### config.mk
export PLATFORM = sky130hd
export DESIGN_NAME = mips_instr_encoder_flat
export DESIGN_NICKNAME = d
export VERILOG_FILES = /design/src/rtl/mips_instr_encoder_if.sv /design/src/rtl/mips_instr_encoder.sv /design/src/flat_wrapper.sv
export SDC_FILE = /design/constraint.sdc
export NUM_CORES = 1
export LEC_CHECK = 0
export ABC_AREA = 1
export BUFFER_PORTS_ARGS = -buffer_cell sky130_fd_sc_hd__buf_2
export CORE_ASPECT_RATIO = 1.5
export CORE_MARGIN = 3
export CORE_UTILIZATION = 45
export DETAILED_ROUTE_END_ITERATION = 16
export PLACE_DENSITY_LB_ADDON = 0.12
export SLEW_MARGIN = 20
export SYNTH_ARGS = -nofsm -noshare
export SYNTH_HDL_FRONTEND = slang
export SYNTH_SLANG_ARGS = --single-unit
export TNS_END_PERCENT = 20
### constraint.sdc
create_clock -name clk -period 2.1 [get_ports clk]
set_clock_uncertainty 0.15 [all_clocks]
set_input_delay 0.21 -clock clk [delete_from_list [all_inputs] [get_ports clk]]
set_output_delay 0.21 -clock clk [all_outputs]
set_load 0.005 [all_outputs]
### src/rtl/mips_instr_encoder_if.sv
// Request/response bus for the MIPS instruction encoder.
// The master side supplies instruction fields and consumes encoded words.
// The slave side is the encoder itself.
interface mips_instr_encoder_if;
  logic        in_valid;
  logic        in_ready;
  logic [4:0]  in_op;
  logic [4:0]  in_rs;
  logic [4:0]  in_rt;
  logic [4:0]  in_rd;
  logic [4:0]  in_shamt;
  logic [15:0] in_imm;
  logic [25:0] in_target;
  logic        out_valid;
  logic        out_ready;
  logic [31:0] out_word;
  logic [31:0] out_addr;

  modport master (
    output in_valid, in_op, in_rs, in_rt, in_rd, in_shamt, in_imm, in_target,
    output out_ready,
    input  in_ready, out_valid, out_word, out_addr
  );

  modport slave (
    input  in_valid, in_op, in_rs, in_rt, in_rd, in_shamt, in_imm, in_target,
    input  out_ready,
    output in_ready, out_valid, out_word, out_addr
  );
endinterface

### src/rtl/mips_instr_encoder.sv
// MIPS instruction encoder: turns a class code plus register, immediate and
// target fields into a 32-bit machine word. Encoded words are queued in a
// 2-entry FIFO and presented together with their instruction-memory address,
// so a loader can stream them straight into IM.
module mips_instr_encoder #(
  parameter logic [31:0] BASE_ADDR = 32'h0000_3000,
  parameter int          ERR_W     = 8
) (
  input  logic              clk,
  input  logic              reset,
  mips_instr_encoder_if.slave bus,
  output logic [15:0]       word_cnt,
  output logic [ERR_W-1:0]  err_cnt
);

  typedef enum logic [4:0] {
    OP_ADD  = 5'd0,  OP_SUB  = 5'd1,  OP_BEQ  = 5'd2,  OP_ORI  = 5'd3,
    OP_LUI  = 5'd4,  OP_LW   = 5'd5,  OP_SW   = 5'd6,  OP_ADDI = 5'd7,
    OP_SLL  = 5'd8,  OP_SLLV = 5'd9,  OP_SLT  = 5'd10, OP_J    = 5'd11,
    OP_JAL  = 5'd12, OP_JR   = 5'd13, OP_SB   = 5'd14, OP_LB   = 5'd15
  } op_e;

  logic [31:0] enc_word;
  logic        enc_legal;
  logic [1:0]  count;
  logic [1:0]  count_after_pop;
  logic [31:0] entry0;
  logic [31:0] entry1;
  logic [31:0] addr;
  logic        accept;
  logic        push;
  logic        pop;

  // Handshake status comes from registered state only, so in_ready never
  // depends on out_ready and a full FIFO refuses input even while popping.
  assign bus.in_ready  = (count < 2'd2);
  assign bus.out_valid = (count != 2'd0);
  assign bus.out_word  = entry0;
  assign bus.out_addr  = addr;

  assign accept          = bus.in_valid && bus.in_ready;
  assign push            = accept && enc_legal;
  assign pop             = bus.out_valid && bus.out_ready;
  assign count_after_pop = count - {1'b0, pop};

  // Assemble the machine word, forcing unused fields to zero per format.
  always_comb begin
    enc_word  = 32'd0;
    enc_legal = 1'b1;
    case (bus.in_op)
      OP_ADD:  enc_word = {6'h00, bus.in_rs, bus.in_rt, bus.in_rd, 5'd0, 6'h20};
      OP_SUB:  enc_word = {6'h00, bus.in_rs, bus.in_rt, bus.in_rd, 5'd0, 6'h22};
      OP_SLL:  enc_word = {6'h00, 5'd0, bus.in_rt, bus.in_rd, bus.in_shamt, 6'h00};
      OP_SLLV: enc_word = {6'h00, bus.in_rs, bus.in_rt, bus.in_rd, 5'd0, 6'h04};
      OP_SLT:  enc_word = {6'h00, bus.in_rs, bus.in_rt, bus.in_rd, 5'd0, 6'h2A};
      OP_JR:   enc_word = {6'h00, bus.in_rs, 15'd0, 6'h08};
      OP_BEQ:  enc_word = {6'h04, bus.in_rs, bus.in_rt, bus.in_imm};
      OP_ORI:  enc_word = {6'h0D, bus.in_rs, bus.in_rt, bus.in_imm};
      OP_LUI:  enc_word = {6'h0F, 5'd0, bus.in_rt, bus.in_imm};
      OP_LW:   enc_word = {6'h23, bus.in_rs, bus.in_rt, bus.in_imm};
      OP_SW:   enc_word = {6'h2B, bus.in_rs, bus.in_rt, bus.in_imm};
      OP_ADDI: enc_word = {6'h08, bus.in_rs, bus.in_rt, bus.in_imm};
      OP_SB:   enc_word = {6'h28, bus.in_rs, bus.in_rt, bus.in_imm};
      OP_LB:   enc_word = {6'h20, bus.in_rs, bus.in_rt, bus.in_imm};
      OP_J:    enc_word = {6'h02, bus.in_target};
      OP_JAL:  enc_word = {6'h03, bus.in_target};
      default: enc_legal = 1'b0;
    endcase
  end

  // Two-entry shift FIFO: entry0 is the head; a push lands in the first
  // free slot left after any same-cycle pop.
  always_ff @(posedge clk) begin
    if (!reset) begin
      count  <= 2'd0;
      entry0 <= 32'd0;
      entry1 <= 32'd0;
    end else begin
      if (pop) begin
        entry0 <= entry1;
      end
      if (push) begin
        if (count_after_pop == 2'd0) begin
          entry0 <= enc_word;
        end else begin
          entry1 <= enc_word;
        end
      end
      count <= count_after_pop + {1'b0, push};
    end
  end

  // Target address and popped-word count advance together on every pop.
  always_ff @(posedge clk) begin
    if (!reset) begin
      addr     <= BASE_ADDR;
      word_cnt <= 16'd0;
    end else if (pop) begin
      addr     <= addr + 32'd4;
      word_cnt <= word_cnt + 16'd1;
    end
  end

  // Count accepted illegal codes, saturating so the counter never wraps.
  always_ff @(posedge clk) begin
    if (!reset) begin
      err_cnt <= '0;
    end else if (accept && !enc_legal && (err_cnt != {ERR_W{1'b1}})) begin
      err_cnt <= err_cnt + {{(ERR_W-1){1'b0}}, 1'b1};
    end
  end

endmodule

### src/flat_wrapper.sv
// flat-port wrapper written by rule: the top's interface ports become plain ports
module mips_instr_encoder_flat 
#(
  parameter logic [31:0] BASE_ADDR = 32'h0000_3000,
  parameter int          ERR_W     = 8
)
  (clk, reset, word_cnt, err_cnt, bus_in_valid, bus_in_op, bus_in_rs, bus_in_rt, bus_in_rd, bus_in_shamt, bus_in_imm, bus_in_target, bus_out_ready, bus_in_ready, bus_out_valid, bus_out_word, bus_out_addr);
  mips_instr_encoder_if bus_i ();
  input  logic clk;
  input  logic reset;
  output logic [15:0] word_cnt;
  output logic [ERR_W-1:0] err_cnt;
  input wire logic [$bits(bus_i.in_valid)-1:0] bus_in_valid;
  input wire logic [$bits(bus_i.in_op)-1:0] bus_in_op;
  input wire logic [$bits(bus_i.in_rs)-1:0] bus_in_rs;
  input wire logic [$bits(bus_i.in_rt)-1:0] bus_in_rt;
  input wire logic [$bits(bus_i.in_rd)-1:0] bus_in_rd;
  input wire logic [$bits(bus_i.in_shamt)-1:0] bus_in_shamt;
  input wire logic [$bits(bus_i.in_imm)-1:0] bus_in_imm;
  input wire logic [$bits(bus_i.in_target)-1:0] bus_in_target;
  input wire logic [$bits(bus_i.out_ready)-1:0] bus_out_ready;
  output wire logic [$bits(bus_i.in_ready)-1:0] bus_in_ready;
  output wire logic [$bits(bus_i.out_valid)-1:0] bus_out_valid;
  output wire logic [$bits(bus_i.out_word)-1:0] bus_out_word;
  output wire logic [$bits(bus_i.out_addr)-1:0] bus_out_addr;
  assign bus_i.in_valid = bus_in_valid;
  assign bus_i.in_op = bus_in_op;
  assign bus_i.in_rs = bus_in_rs;
  assign bus_i.in_rt = bus_in_rt;
  assign bus_i.in_rd = bus_in_rd;
  assign bus_i.in_shamt = bus_in_shamt;
  assign bus_i.in_imm = bus_in_imm;
  assign bus_i.in_target = bus_in_target;
  assign bus_i.out_ready = bus_out_ready;
  assign bus_in_ready = bus_i.in_ready;
  assign bus_out_valid = bus_i.out_valid;
  assign bus_out_word = bus_i.out_word;
  assign bus_out_addr = bus_i.out_addr;
  mips_instr_encoder #(.BASE_ADDR(BASE_ADDR), .ERR_W(ERR_W)) u_core (.clk(clk), .reset(reset), .bus(bus_i), .word_cnt(word_cnt), .err_cnt(err_cnt));
endmodule
; ---- Word level (Yosys, flattened, before mapping)
; Cells that the tools add are included.
; Widths: inputs -> output; s select.
[totals]
regBits = 122
output_inout_bits = 90
input_bits = 71
wordCells = 45
[op_classes]
bitwise_logic = 1
add_sub_neg = 5
n_reduce_logical = 11
eq_ne = 16
n_lt_le_gt_ge = 1
muxes = 5
[op_table]
columns = op, n
row1 = $pmux 32 s16, 1
row2 = $mux 32, 3
row3 = $eq 5x4->1 const B, 8
row4 = $add 32x3->32 const B, 1
row5 = $eq 5x3->1 const B, 4
row6 = $add 16x1->16 const B, 1
row7 = $reduce_or 16->1, 1
row8 = $eq 5x2->1 const B, 2
row9 = $add 8x1->8 const B, 1
row10 = $ne 8x8->1 const B, 1
row11 = $eq 5x1->1 const B, 1
row12 = $logic_and 1x1->1, 5
row13 = $logic_not 5->1, 1
row14 = $add 2x1->2, 1
row15 = $logic_not 2->1, 1
row16 = $lt 2x2->1 const B, 1
row17 = $reduce_and 2->1, 1
row18 = $reduce_bool 2->1, 1
row19 = $sub 2x1->2, 1
row20 = $logic_not 1->1, 1
row21 = $mux 1, 1
row22 = $not 1->1, 1

; ---- Longest topological paths before layout
; Gate-level depths: netlist of the first run.
[depth]
depth_word = 6
depth_mapped = 13
depth_no_buf = 11

; ---- Worst setup path before layout of the first run
; No wires, ideal clock.
[synth_timing]
path_type = reg2reg
start = reg u_core.count[1]
end = reg u_core.entry1[3]
setup_slack_ns = -0.059
stages_incl_launch_ff = 14
synth_period_minus_slack_ns = 2.159
required_ns = 1.837
arrival_time_ns = 1.896
path_cell_list = dfxtp_1 > nor2_2 > nor2_4 > clkbuf_1 > ha_1 > xnor2_1 > nand2_1 > nand2_1 > inv_2 > buf_2 > nor2_1 > nor2_1 > o21ai_1 > inv_1
[synth_between]
elab_chain_cells = 6
word_cells_on_any_way = 9
classes_between = 1 x add/sub / 1 x order compare / 1 x bitwise / 6 x reduce/logical
[synth_rtl]
columns = item, line_no
row1 = from (decl), mips_instr_encoder.sv:25  ; logic [1:0] count;
row2 = from (signal assigned), mips_instr_encoder.sv:89  ; count <= count_after_pop + {1'b0, push};
row3 = $reduce_bool 2->1, mips_instr_encoder.sv:37  ; assign bus.out_valid = (count != 2'd0);
row4 = $logic_and 1x1->1, mips_instr_encoder.sv:43  ; assign pop = bus.out_valid && bus.out_ready;
row5 = $sub 2x1->2, mips_instr_encoder.sv:44  ; assign count_after_pop = count - {1'b0, pop};
row6 = $logic_not 2->1, mips_instr_encoder.sv:83  ; if (count_after_pop == 2'd0) begin
row7 = $not 1->1 (no source line), --
row8 = $reduce_and 2->1 (no source line) *, --
row9 = to (signal assigned), mips_instr_encoder.sv:86  ; entry1 <= enc_word;
row10 = to (decl), mips_instr_encoder.sv:28  ; logic [31:0] entry1;
; Mark *: on every way between the ends. The rest lies on a longest branch, timed or not.
; A chain may end at the register's enable or synchronous reset.

; ---- Worst setup path in the final report of the first run
[layout_timing]
start = reg u_core.count[1]
end = reg u_core.entry1[26]
; The elaborated chain is that of the path after synthesis.

==> results.json, run 1 <==
{
  "rr_worst_depth": 9,
  "drive_gt1_share_pct": 19.7,
  "detail_route.wl_per_cell_um": 13.2,
  "r2r_end": "u_core.entry1[26]$_SDFFE_PN0P_",
  "power_frac_clock_pct": 32.4,
  "worst_slack_ps": 179,
  "clk_root_buffer_cell": "sky130_fd_sc_hd__clkbuf_16",
  "path_delay_family": "simple AND/OR/NAND/NOR gates",
  "design.final.nets": 1268,
  "fraction_of_the_mapped_netlist_area_in_compound_gates_pct": 12.6,
  "grt_remaining_overflow": 0,
  "floorplan.core_area_mm2": 0.0136,
  "cap_viol_max_count": 0,
  "tritoncts_num_sinks": 119,
  "die_w_um": 102,
  "place_congestion": 0.885,
  "critical_path.reg2reg.startpoint": "u_core.count[1]$_SDFF_PN0_",
  "final.period_utilization_pct": 91.5,
  "cp_data_arrival_time_ps": 2110,
  "die_h_um": 151,
  "pwr_density_cell_mw_per_mm2": 956,
  "grt_max_degree": 51,
  "critical_path.cell_chain": "nor2_2, nor2_4, ha_1, xnor2_2, nand2_1, nand2_2, buf_6, o21ai_0, a21oi_1",
  "max_freq_mhz": 521,
  "synth_cell_types": 34,
  "portBuffers": 158,
  "p_seq_share_pct": 37.1,
  "final-hold-violation-count": 0,
  "timing.setup.critical_path_class": "flop to flop",
  "endpoint": "u_core.entry1[26]$_SDFFE_PN0P_",
  "synth_async_sr_flop_share_pct": 0,
  "clk_pin_slew_worst_paths_ps": 50,
  "synth_largest_type_area_fraction_pct": 38.0,
  "synth_top_cells_by_count": "288 x sky130_fd_sc_hd__nand2_1, 130 x sky130_fd_sc_hd__nor2_1, 119 x sky130_fd_sc_hd__dfxtp_1",
  "antenna_left": 0,
  "clk_latency_ps": 410,
  "post_synth_main_area_contributors": "sky130_fd_sc_hd__dfxtp_1 38%, sky130_fd_sc_hd__nand2_1 17%, sky130_fd_sc_hd__nor2_1 7.8%",
  "total_of_flip_flops_plus_latches_after_synthesis": 119,
  "ios": 161,
  "drt_pass1_iterations": 5,
  "synth-xor-area-share_pct": 0.977,
  "total_switching_power_mw": 2.70,
  "hold-worst-slack_ps": 8.45,
  "final_slew_violations": 0,
  "cp.buffers_inverters": 1,
  "utilization_pct": 60.9,
  "power_report.internal_total_mw": 5.21,
  "setup_viol_count_final": 0,
  "placed_cell_area_mm2": 0.00720,
  "numCtsBuffers": 17,
  "dp.final_hpwl_um": 12500,
  "post_synth_and_or_nand_nor_area_fraction_pct": 36.8,
  "htree_levels": 4,
  "yosys.area_share.adder_pct": 0.997,
  "vias_in_the_first_global_route": 6608,
  "hold-path-cell-count": 5,
  "drcViolationCount": 0,
  "track_usage_pct": 24.2,
  "met2_wirelength_um": 9300,
  "synth.cell_area_mm2": 0.00627,
  "synth_flop_cell": "sky130_fd_sc_hd__dfxtp_1",
  "worst_path_max_delay_cell": "sky130_fd_sc_hd__dfxtp_1",
  "drt_wl_total_um": 18100,
  "vias_per_cell": 5.03,
  "synth_mux_area_share_pct": 0,
  "synth_top_family_by_area": "simple AND/OR/NAND/NOR gates",
  "critPathLaunchType": "flop",
  "synth_sequential_area_ratio_pct": 38.0,
  "num_rows": 52,
  "detailedPlace.worstSlack_ps": -9.40,
  "syn-mean-instance-area_um2": 6.38,
  "irDropWorstVdd_mv": 0.747,
  "leakagePower_nw": 3.90,
  "wl_met3_um": 877,
  "via_count": 6880,
  "max_stage_delay_ps": 350,
  "result_of_the_run": "completed",
  "critPathMaxFanout": 21,
  "worst_setup_path_startpoint": "u_core.count[1]$_SDFF_PN0_",
  "topRoutingLayerUsed": "met4",
  "rsz0062_at_grt": "no",
  "yosysWarningCount": 0,
  "worst-r2r-setup-slack_ps": 180,
  "holdCritPathClass": "primary input to flop",
  "cts_buffer_depth": 2,
  "endpoint_required_time_on_the_critical_path_ps": 2290,
  "synthToLayoutAreaGrowth_pct": 32.0,
  "pwr-share-comb_pct": 30.5,
  "initial_util_pct": 46.1,
  "grt_first_pass_wirelength_um": 29800,
  "post_cts.repair.setup_buffers": 0,
  "detail_route.iter0.violations": 274,
  "count_of_flip_flops_with_a_built_in_enable_after_synthesis": 0,
  "dieArea_mm2": 0.0154,
  "post-synth-top-count-cell": "sky130_fd_sc_hd__nand2_1",
  "wl_met1_um": 7460,
  "tritoncts": "done",
  "cp.depth": 9,
  "crit_path_end_kind": "flop",
  "antenna_found_initial": 1,
  "gate_count_of_the_mapped_netlist": 984,
  "post-synth-top-area-cell": "sky130_fd_sc_hd__dfxtp_1",
  "time_the_final_worst_path_needs_with_i_o_delays_and_setup_ps": 1920,
  "design_power_total_mw": 7.92,
  "sw_frac_of_total_pct": 34.2,
  "stdcell_area_mm2": 0.00828
}
## power by group through the flow
stage          Clock [mW]  Combinational [mW]  Sequential (mW)
2_1_floorplan           0                1.56             2.97
6_report             2.56                2.41             2.94
3_5_place_dp            0                2.29             2.98
5_1_grt              2.73                2.74             2.99
3_3_place_gp            0                2.25             2.98
4_1_cts              2.62                2.38             2.94
## cell families after synthesis
group / Yosys count
buf+inv: 160
fa+ha+maj: 5
xor+xnor: 7
simple gates: 548
other cells: 1
compound gates: 144
flops: 119
## worst reg2reg max path, delay by kind of cell (launching register included)
family / cells / cell delay, ps
buffers and inverters: 1 / 230
adder cells (fa/ha/maj): 1 / 200
AO/OA/AOI/OAI: 2 / 250
XOR/XNOR: 1 / 210
flip-flops: 1 / 350
AND/OR/NAND/NOR: 4 / 470
## placed cells by master (no fill, tap or decap), drive strengths merged, types with 11 or more instances in the layout
cell type and instances:
a31oi 30, inv 120, nor2 142, nand3 86
nor3 11, nand4 16, dlygate4sd3 53, o21ai 61
a21oi 40, clkbuf 23, buf 174, nand2 290
dfxtp 119
## sequential cells by signal, summed over array words and instances, names as in the netlist
register	count
u_core.bus.out_addr	30
u_core.entry1	31
u_core.err_cnt	8
u_core.word_cnt	16
u_core.count	2
u_core.bus.out_word	32
## per-layer routing
metal	vias to the layer above	track usage, %
li1	3564	-
met1	3089	27.1
met2	191	42.8
met3	36	5.10
met4	0	11.4
met5	-	0
## what timing repair did
| item | CTS | global route |
|---|---|---|
| hold buffers | 53 | 0 |
| resized for setup | 1 | 7 |
| endpoints found under the setup margin | 21 | 56 |
| pin swaps | 0 | 0 |
| hold endpoints to repair | 48 | 0 |
## layout make-up
cell class	instances	area (um2)
Fill cell	1342	5320
Multi-Input combinational cell	706	3250
Sequential cell	119	2380
Timing Repair Buffer	227	1460
Clock buffer	23	468
Inverter	121	460
Tap cell	162	203
Clock inverter	9	52.6
Antenna cell	1	2.50
## how the worst min path moves through the flow
stage / from / to / slack, ps
6_report: bus_in_rd[1] / u_core.entry1[12]$_SDFFE_PN0P_ / 8
5_1_grt: bus_in_rd[4] / u_core.bus.out_word[15]$_SDFF_PN0_ / 30
4_1_cts: bus_in_rd[1] / u_core.entry1[12]$_SDFFE_PN0P_ / 2
3_5_place_dp: u_core.entry1[29]$_SDFFE_PN0P_ / u_core.entry1[29]$_SDFFE_PN0P_ / 290
3_3_place_gp: u_core.entry1[29]$_SDFFE_PN0P_ / u_core.entry1[29]$_SDFFE_PN0P_ / 290
2_1_floorplan: bus_in_rt[0] / u_core.bus.out_word[16]$_SDFF_PN0_ / 270
## stage by stage
step	cells	setup TNS (ps)
after floorplan	985	0
after global placement	1282	0
after detailed placement	1282	-48.6
after CTS	1367	0
after global routing	1368	0
final	1368	0
Note: power is estimated with default switching activity, not from simulation.
==> run 2, diff against run 1 <==
CTS_CLUSTER_DIAMETER = 40   (was default)
PLACE_DENSITY = 0.78   (was default)
PLACE_DENSITY_LB_ADDON = default   (was 0.12)
==> run 2 against run 1 <==
Maximum frequency shrank 2.0%. Utilization grew 0.81 points. Global-route usage grew 0.68 points. Final area grew 1.3%. Hold slack gained 4.3 ps. Combinational power grew 5%. Clock-buffer cell count shrank 6. Via count grew 4.0%. Total power grew 6.4%. Critical path depth is the same. Sequential share of layout area shrank 0.38 points.
==> results.json, run 2 (same netlist as run 1, synthesis figures left out) <==
{
  "result_of_the_run": "completed",
  "design.final.nets": 1271,
  "num_rows": 52,
  "vias_in_the_first_global_route": 6797,
  "cp_data_arrival_time_ps": 2170,
  "drive_gt1_share_pct": 20.4,
  "layout.cells.most_common_list": "286 x sky130_fd_sc_hd__nand2_1, 158 x sky130_fd_sc_hd__buf_2, 130 x sky130_fd_sc_hd__nor2_1",
  "dp.final_hpwl_um": 12400,
  "detail_route.iter0.violations": 418,
  "placed_cell_area_mm2": 0.00723,
  "max_freq_mhz": 510,
  "r2r_end": "u_core.bus.out_word[20]$_SDFF_PN0_",
  "critical_path.cell_chain": "nor2_4, nor2_4, ha_1, xnor2_2, nand3_2, buf_6, a31oi_1, nand2_1, inv_1",
  "crit_path_end_kind": "flop",
  "pwr_density_cell_mw_per_mm2": 1000,
  "worst_setup_path_startpoint": "u_core.count[1]$_SDFF_PN0_",
  "most_common_library_cell_in_the_layout_ignoring_fill_and_taps": "sky130_fd_sc_hd__nand2_1",
  "grt_remaining_overflow": 0,
  "holdCritPathClass": "primary input to flop",
  "htree_levels": 4,
  "worst_slack_ps": 139,
  "gr-usage-met3_pct": 5.52,
  "setup_viol_count_final": 0,
  "detail_route.wl_per_cell_um": 13.7,
  "critPathLaunchType": "flop",
  "die_w_um": 102,
  "critPathMaxFanout": 27,
  "max_stage_delay_ps": 360,
  "worst_path_max_delay_cell": "sky130_fd_sc_hd__dfxtp_1",
  "final-hold-violation-count": 0,
  "drt_wl_total_um": 18800,
  "time_the_final_worst_path_needs_with_i_o_delays_and_setup_ps": 1960,
  "detailedPlace.worstSlack_ps": -66.7,
  "fillerInstances": 1255,
  "grt_first_pass_wirelength_um": 30900,
  "irDropWorstVdd_mv": 0.534,
  "worst_path_most_repeated_cell": "sky130_fd_sc_hd__nor2_4",
  "stdcell_area_mm2": 0.00839,
  "hold-worst-slack_ps": 12.7,
  "clk_latency_ps": 410,
  "tritoncts": "done",
  "via_count": 7158,
  "vias_per_cell": 5.22,
  "endpoint_required_time_on_the_critical_path_ps": 2310,
  "place_congestion": 0.910,
  "critical_path.reg2reg.startpoint": "u_core.count[1]$_SDFF_PN0_",
  "cap_viol_max_count": 0,
  "grt_max_degree": 51,
  "rr_worst_depth": 9,
  "layer_with_the_highest_usage_after_global_routing": "met2",
  "cts_buffer_depth": 2,
  "tritoncts_num_sinks": 119,
  "clk_root_buffer_cell": "sky130_fd_sc_hd__clkbuf_16",
  "numCtsBuffers": 17,
  "leakagePower_nw": 3.95,
  "timing.setup.critical_path_class": "flop to flop",
  "synthToLayoutAreaGrowth_pct": 33.7,
  "initial_util_pct": 46.1,
  "drcViolationCount": 0,
  "ios": 161,
  "floorplan.core_area_mm2": 0.0136,
  "clk_pin_slew_worst_paths_ps": 60,
  "drt_pass1_iterations": 6,
  "grt_util_met2_pct": 43.3,
  "worst_slew_margin_pct": 63.7,
  "portBuffers": 158,
  "utilization_pct": 61.7,
  "die_h_um": 151,
  "worstMarginPinSlew_ps": 543,
  "antenna_found_initial": 1,
  "worst-r2r-setup-slack_ps": 140,
  "final-instance-count-excl-fill": 1371,
  "placedCellCount": 1286,
  "antenna_left": 0,
  "final_slew_violations": 0,
  "dieArea_mm2": 0.0154,
  "final.period_utilization_pct": 93.4,
  "largest_register_ffs": 32,
  "endpoint": "u_core.bus.out_word[20]$_SDFF_PN0_",
  "grt.met1_usage_pct": 28.2,
  "track_usage_pct": 24.9
}
run 2: layer usage:
metal | wire, um | up-vias
met2 | 9530 | 309
met3 | 1200 | 70
met1 | 7330 | 3203
li1 | - | 3576
met5 | 0 | -
met4 | 715 | 0
run 2: cell type report:
type,instances,area [um2],share of cell area (%)
Inverter,121,463,5.52
Multi-Input combinational cell,706,3260,38.9
Tap cell,162,203,2.42
Clock buffer,17,425,5.07
Sequential cell,119,2380,28.4
Antenna cell,1,2.50,0.0298
Timing Repair Buffer,230,1480,17.7
Clock inverter,15,168,2.00
run 2: how the worst min path moves through the flow:
stage                     depth (start not counted)                      startpoint                            endpoint
after CTS                                         4                   bus_in_imm[1]   u_core.bus.out_word[1]$_SDFF_PN0_
after floorplan                                   4                    bus_in_rt[0]  u_core.bus.out_word[16]$_SDFF_PN0_
after global routing                              4                  bus_in_imm[11]  u_core.bus.out_word[11]$_SDFF_PN0_
after detailed placement                          2  u_core.entry1[29]$_SDFFE_PN0P_      u_core.entry1[29]$_SDFFE_PN0P_
after global placement                            2  u_core.entry1[29]$_SDFFE_PN0P_      u_core.entry1[29]$_SDFFE_PN0P_
final                                             4                   bus_in_imm[1]   u_core.bus.out_word[1]$_SDFF_PN0_
run 2: repair_timing:
item                       in CTS  in global routing
hold endpoints to repair       43                  0
setup endpoints to repair      27                 66
buffers inserted                0                  1
gates cloned                    0                  0
resized for setup               1                 11
hold buffers                   51                  0
pin swaps                       0                  1
run 2: where the power goes:
| group | switching (mW) | internal (mW) | leakage, nW |
|---|---|---|---|
| sequential | 0.252 | 2.70 | 0.966 |
| combinational | 1.50 | 1.03 | 2.70 |
| clock | 1.16 | 1.77 | 0.286 |
| total | 2.92 | 5.51 | 3.95 |
run 2: metrics by stage:
stage	TNS [ps]	total power, mW
2_1_floorplan	0	4.53
3_3_place_gp	0	5.24
3_5_place_dp	-793	5.30
4_1_cts	0	8.34
5_1_grt	-44.2	8.94
6_report	0	8.42
run 2: critical path, delay by kind of cell, from the launching register on:
family / cells / cell delay (ps)
AOI/OAI and AO/OA: 1 / 220
DFF: 1 / 360
buffers and inverters: 2 / 280
and+or+nand+nor: 4 / 470
xor gates and xnor gates: 1 / 230
adders and majority gates: 1 / 200
